[config.mk]
export PLATFORM = sky130hd
export DESIGN_NAME = imm_gen_pipe
export DESIGN_NICKNAME = d
export VERILOG_FILES = /design/src/rtl/imm_gen_pipe.sv
export SDC_FILE = /design/constraint.sdc
export NUM_CORES = 1
export LEC_CHECK = 0
export CAP_MARGIN = 10
export CORE_MARGIN = 4
export CORE_UTILIZATION = 35
export CTS_CLUSTER_SIZE = 40
export DETAILED_ROUTE_END_ITERATION = 10
export SLEW_MARGIN = 30
export SYNTH_ARGS = -nofsm -noshare
export SYNTH_HDL_FRONTEND = slang
export SYNTH_SLANG_ARGS = --single-unit
export TNS_END_PERCENT = 100
[constraint.sdc]
create_clock -name clk -period 2.9 [get_ports clk]
set_input_delay 0.58 -clock clk [delete_from_list [all_inputs] [get_ports clk]]
set_output_delay 0.58 -clock clk [all_outputs]
set_load 0.01 [all_outputs]
[src/rtl/imm_gen_pipe.sv]
// Purpose: RISC-V immediate extraction/extension (I/S/B/J/U/Z, optional RVC) behind a 2-entry output buffer.
// Latency: 1 cycle from input acceptance to out_* when the buffer is empty.
// Backpressure: in_ready is registered (!full) and independent of out_ready; define IMM_GEN_RVC_EN for compressed decode.
module imm_gen_pipe #(
    parameter int unsigned XLEN          = 32,
    parameter int unsigned DECODE_OPCODE = 1
) (
    input  logic            clk,
    input  logic            rst,
    input  logic            flush,
    input  logic            in_valid,
    output logic            in_ready,
    input  logic [31:0]     in_instr,
    input  logic [2:0]      in_sel,
    output logic            out_valid,
    input  logic            out_ready,
    output logic [XLEN-1:0] out_imm,
    output logic [2:0]      out_type,
    output logic            out_illegal
);

    if (XLEN != 32 && XLEN != 64) begin : g_xlen_bad
        $fatal(1, "imm_gen_pipe: XLEN must be 32 or 64");
    end

    localparam logic [2:0] FMT_I   = 3'b000;
    localparam logic [2:0] FMT_S   = 3'b001;
    localparam logic [2:0] FMT_B   = 3'b010;
    localparam logic [2:0] FMT_J   = 3'b011;
    localparam logic [2:0] FMT_U   = 3'b100;
    localparam logic [2:0] FMT_Z   = 3'b101;
    localparam logic [2:0] FMT_C   = 3'b110;
    localparam logic [2:0] FMT_ILL = 3'b111;

    typedef struct packed {
        logic [XLEN-1:0] imm;
        logic [2:0]      typ;
        logic            ill;
    } ent_t;

    logic [31:0] imm32;
    logic [2:0]  dec_typ;
    logic        dec_ill;
    logic [2:0]  fmt;
    logic        fmt_ok;
    ent_t        dec_ent;

    ent_t        slot0_q, slot0_d;
    ent_t        slot1_q, slot1_d;
    logic [1:0]  cnt_q, cnt_d;
    logic        rdy_q, rdy_d;
    logic        push, pop;

    // Decode the format and build a 32-bit immediate; every format is
    // either sign-extended or has bit 31 clear, so one sign-extension to
    // XLEN covers all of them.
    always_comb begin
        imm32   = '0;
        dec_typ = FMT_ILL;
        dec_ill = 1'b1;
        fmt     = FMT_I;
        fmt_ok  = 1'b0;
        if (DECODE_OPCODE != 0) begin
            if (in_instr[1:0] == 2'b11) begin
                fmt_ok = 1'b1;
                case (in_instr[6:0])
                    7'b0010011, 7'b0000011, 7'b1100111: fmt = FMT_I;
                    7'b0100011:                         fmt = FMT_S;
                    7'b1100011:                         fmt = FMT_B;
                    7'b1101111:                         fmt = FMT_J;
                    7'b0110111, 7'b0010111:             fmt = FMT_U;
                    7'b1110011:                         fmt = in_instr[14] ? FMT_Z : FMT_I;
                    default:                            fmt_ok = 1'b0;
                endcase
            end else begin
`ifdef IMM_GEN_RVC_EN
                dec_typ = FMT_C;
                dec_ill = 1'b0;
                case ({in_instr[1:0], in_instr[15:13]})
                    5'b01_000, 5'b01_010:
                        imm32 = {{26{in_instr[12]}}, in_instr[12], in_instr[6:2]};
                    5'b01_101:
                        imm32 = {{20{in_instr[12]}}, in_instr[12], in_instr[8], in_instr[10:9],
                                 in_instr[6], in_instr[7], in_instr[2], in_instr[11],
                                 in_instr[5:3], 1'b0};
                    5'b01_110, 5'b01_111:
                        imm32 = {{23{in_instr[12]}}, in_instr[12], in_instr[6:5], in_instr[2],
                                 in_instr[11:10], in_instr[4:3], 1'b0};
                    5'b00_010, 5'b00_110:
                        imm32 = {25'b0, in_instr[5], in_instr[12:10], in_instr[6], 2'b00};
                    default: begin
                        imm32   = '0;
                        dec_typ = FMT_ILL;
                        dec_ill = 1'b1;
                    end
                endcase
`endif
            end
        end else begin
            // Select mode: opcode bits are ignored entirely.
            fmt    = in_sel;
            fmt_ok = (in_sel <= FMT_Z);
        end

        if (fmt_ok) begin
            dec_typ = fmt;
            dec_ill = 1'b0;
            case (fmt)
                FMT_I:   imm32 = {{20{in_instr[31]}}, in_instr[31:20]};
                FMT_S:   imm32 = {{20{in_instr[31]}}, in_instr[31:25], in_instr[11:7]};
                FMT_B:   imm32 = {{19{in_instr[31]}}, in_instr[31], in_instr[7],
                                  in_instr[30:25], in_instr[11:8], 1'b0};
                FMT_J:   imm32 = {{11{in_instr[31]}}, in_instr[31], in_instr[19:12],
                                  in_instr[20], in_instr[30:21], 1'b0};
                FMT_U:   imm32 = {in_instr[31:12], 12'b0};
                FMT_Z:   imm32 = {27'b0, in_instr[19:15]};
                default: imm32 = '0;
            endcase
        end

        dec_ent.imm = XLEN'($signed(imm32));
        dec_ent.typ = dec_typ;
        dec_ent.ill = dec_ill;
    end

    assign push = in_valid & rdy_q;
    assign pop  = out_valid & out_ready;

    // Two-entry in-order buffer: slot0 is the head, slot1 the tail.
    always_comb begin
        slot0_d = slot0_q;
        slot1_d = slot1_q;
        cnt_d   = cnt_q;
        if (pop) begin
            slot0_d = slot1_q;
            cnt_d   = cnt_q - 2'd1;
        end
        if (push) begin
            if (cnt_d == 2'd0) begin
                slot0_d = dec_ent;
            end else begin
                slot1_d = dec_ent;
            end
            cnt_d = cnt_d + 2'd1;
        end
        // Flush discards both entries and any same-cycle push.
        if (flush) begin
            cnt_d = 2'd0;
        end
        rdy_d = (cnt_d != 2'd2);
    end

    // State update; reset wins over flush.
    always_ff @(posedge clk) begin
        if (rst) begin
            slot0_q <= '0;
            slot1_q <= '0;
            cnt_q   <= 2'd0;
            rdy_q   <= 1'b1;
        end else begin
            slot0_q <= slot0_d;
            slot1_q <= slot1_d;
            cnt_q   <= cnt_d;
            rdy_q   <= rdy_d;
        end
    end

    assign in_ready    = rdy_q;
    assign out_valid   = (cnt_q != 2'd0);
    assign out_imm     = out_valid ? slot0_q.imm : '0;
    assign out_type    = out_valid ? slot0_q.typ : 3'b000;
    assign out_illegal = out_valid & slot0_q.ill;

endmodule
==> metrics.txt, run 1 <==
Pint around 1.7 mW; max-cap violations 0; total power approximately 2.4 mW; Compound-Gate Fraction of Synth Area 0.241; DRT Wirelength 10.2 mm; chip height about 110 um; P_leak 1.89 nW; Cells after Synth ~420; fin worst setup slack 0.273 ns; slowest stage delay, CP 0.58 ns; Post-Syn Nets 457; status finished, final reports clean; CTS sink cnt 75; vias in the first global route between 3000 and 4000; nets 533; CTS buffer count 9; hold-critical path depth 2; TritonRoute pass-1 iters 4; Slew Viols, Final 0; crit path time final ~2.6 ns; Hold Crit Endpoint slot1_q[18]; Clock transition at path regs about 0.080 ns; Seq pwr share 0.449; Clk pwr share 0.375; commonest non-fill, non-tap cells in the layout 75 x dfxtp_1, 74 x clkdlybuf4s50_1, 42 x nor2b_1; WP data required ~2.3 ns; kind of critical path reg -> out; commonest non-fill, non-tap cell in the layout dfxtp_1; I/O Pins approximately 80; largest net degree at the start of global routing 38; Synth Register Bits between 70 and 80; synth top area cells dfxtp_1 40%, mux2i_1 8.2%, nor2b_1 6.9%, nand2_1 3.4%, o22ai_2 3.3%; # rows 37; die width approximately 110 um; GR Overflow Total 0; leading area contributor after synthesis dfxtp_1; final hold violations 0; share of layout cells above drive strength 1 0.111; endpoints failing setup 0; Logic pwr share 0.177; port bufs 74; Post-Synth XOR/XNOR Area 0.00923; mux contribution to synthesized area 0.0818; Avg Synthesized Cell Area a little over 9 um^2; crit path DAT roughly 2 ns; main combinational cell family by area after synthesis compound AO/OA/AOI/OAI gates; pwr dens approximately 500 nW/um^2; Initial Util 0.363; CP bufs+invs 3; crit path capture type output port; sequential area share after synthesis 0.396; Clk Latency, worst-skew pair between 0.3 and 0.4 ns; Residual DRC 0; total core area approximately 10000 um^2; critical path's top delay family buffers and inverters; Main synth FF type dfxtp_1; critical path startpoint category register; # fillers 1049; clock root buffer clkbuf_8; Post-DP HPWL ~7.2 mm; measured slew at the worst slew-check pin slightly above 0.6 ns; Hold/Removal Path Class reg -> reg; switching pwr about 0.65 mW; RR Endpoint slot1_q[34]; GRT Total Usage 0.163; Synth top area share 0.396; Post-DRT Antenna Nets 0; worst-path cell chain inv_1 -> ha_1 -> buf_4 -> nor2b_1 -> clkdlybuf4s50_1; worst hold slack between 0.4 and 0.5 ns; slew margin rel. 0.575; routability cong. 0.867; synthesized cell area between 3000 and 4000 um^2; Setup WS pre-CTS around 0.15 ns; worst vdd ir 0.193 mV; synthesis-to-layout area growth 30.1%; drt wl/cell between 15 and 20 um; fin area 4940 um^2; via count 3351; worst-path fanout max 37; DR iter-0 viols between 150 and 200; CTS tree yes; skew final between 0.009 and 0.01 ns; warnings from Yosys 0; Non-Filler Instances ~630; RR Startpoint cnt_q[0]; global-route wire length before repair 16.8 mm; Area after DPL 4720 um^2; Post-synth ARST share 0; number of flops mapped to enable cells by yosys 0; critical path's slowest cell clkdlybuf4s50_1; r2r worst-path depth 11; flop2flop setup slack roughly 0.7 ns; Netlist cell types 51; fin crit share 0.906; CTS H-tree lvls 3; Die Area between 10000 and 15000 um^2; RSZ-0062 raised after global routing false; post-CTS setup buffers 0; Inserted Diodes 0; Inst Count DP around 620; Via-to-Cell Ratio between 5 and 6; Core Util, Final 0.472; # hold bufs at CTS 0; Synth Area in Adders 0.00660; Hold Path Origin slot1_q[18]; clk buf depth 2; fmax 381 MHz; antenna violations before repair 0; TNS Setup 0 ns; simple-gate share of the synthesized area 0.218; switching part of the total power 0.272; post-CTS sizing 0
flip-flops by register name (all words and copies together), names as in the netlist:
name and cells:
slot0_q 36, slot1_q 36, in_ready 1, cnt_q 2
how the worst max path moves through the flow:
stage,startpoint,end,slack (ns),depth (start not counted)
3_3_place_gp,in_instr[6],slot0_q[4],0.16,7
6_report,cnt_q[0],out_imm[0],0.27,5
2_1_floorplan,out_ready,slot1_q[20],0.47,8
4_1_cts,cnt_q[0],out_imm[0],0.26,5
3_5_place_dp,in_instr[4],slot0_q[11],0.15,6
5_1_grt,cnt_q[0],out_imm[0],0.18,5
power groups by stage:
| stage | clock network [mW] | logic, mW | registers [mW] |
|---|---|---|---|
| global placement | 0 | 0.421 | 1.10 |
| floorplan | 0 | 0.258 | 1.10 |
| CTS | 0.916 | 0.426 | 1.08 |
| global route | 0.961 | 0.463 | 1.08 |
| detailed placement | 0 | 0.424 | 1.10 |
| finish | 0.899 | 0.425 | 1.08 |
final cells by class:
cell class / count / area (um^2) / area share
clock inverters: 4 / 75.1 / 0.0152
multi-input cells: 303 / 2120 / 0.429
inverters: 5 / 18.8 / 0.00380
flip-flops and latches: 75 / 1500 / 0.304
well taps: 136 / 170 / 0.0345
clock buffers: 11 / 141 / 0.0286
repair buffers: 97 / 913 / 0.185
cell usage after synthesis, types with 2 or more instances:
library cell,instances
a311oi_1,3
dfxtp_1,75
nor3b_1,3
buf_2,8
and3b_1,2
o2bb2ai_1,13
o31ai_1,7
and3_1,3
o22ai_1,5
nor3_1,2
a22o_1,9
o22ai_2,10
nand3_1,4
o21ai_1,16
o21ai_0,3
inv_1,5
mux2i_1,31
xnor2_1,3
nand2_1,34
nor2_1,14
clkbuf_1,17
buf_6,3
a221oi_1,3
o32ai_1,6
a211oi_1,5
a21oi_1,24
buf_1,2
nand3b_1,9
nor2b_1,42
nand2b_1,11
nand4_1,5
a21o_1,9
buf_4,2
a2111oi_0,2
or3_1,3
a31oi_1,6
ha_1,2
worst reg2reg max path: stages (launching register included):
cell and delay, ns:
dfxtp_1 0.35, inv_1 0.05, ha_1 0.21, nand2b_2 0.20, nor2_1 0.09, a21oi_1 0.06, ha_1 0.23, or2_2 0.32
buf_4 0.21, nor3_2 0.13, buf_4 0.20, a22o_1 0.14
routing by layer:
metal | GRT usage | vias to the layer above | wire (um)
met5 | 0 | - | 0
li1 | - | 1669 | -
met4 | 0.0409 | 0 | 147
met1 | 0.230 | 1572 | 5010
met2 | 0.250 | 97 | 4520
met3 | 0.0420 | 13 | 530
cells by family after synthesis:
logic type | after synthesis
AO/OA/AOI/OAI | 125
adder cells (fa/ha/maj) | 2
XOR/XNOR | 4
flip-flops | 75
multiplexers | 31
AND/OR/NAND/NOR | 141
buffers and inverters | 37
(Power assumes the default switching activity.)
==> run 2: changes to the inputs <==
--- a/config.mk
+++ b/config.mk
@@ -5,12 +5,11 @@
 export SDC_FILE = /design/constraint.sdc
 export NUM_CORES = 1
 export LEC_CHECK = 0
-export CAP_MARGIN = 10
 export CORE_MARGIN = 4
 export CORE_UTILIZATION = 35
 export CTS_CLUSTER_SIZE = 40
 export DETAILED_ROUTE_END_ITERATION = 10
-export SLEW_MARGIN = 30
+export SLEW_MARGIN = 20
 export SYNTH_ARGS = -nofsm -noshare
 export SYNTH_HDL_FRONTEND = slang
 export SYNTH_SLANG_ARGS = --single-unit
==> results of run 2 <==
No change in the layout: final DEF, timing and power equal those of run 1.
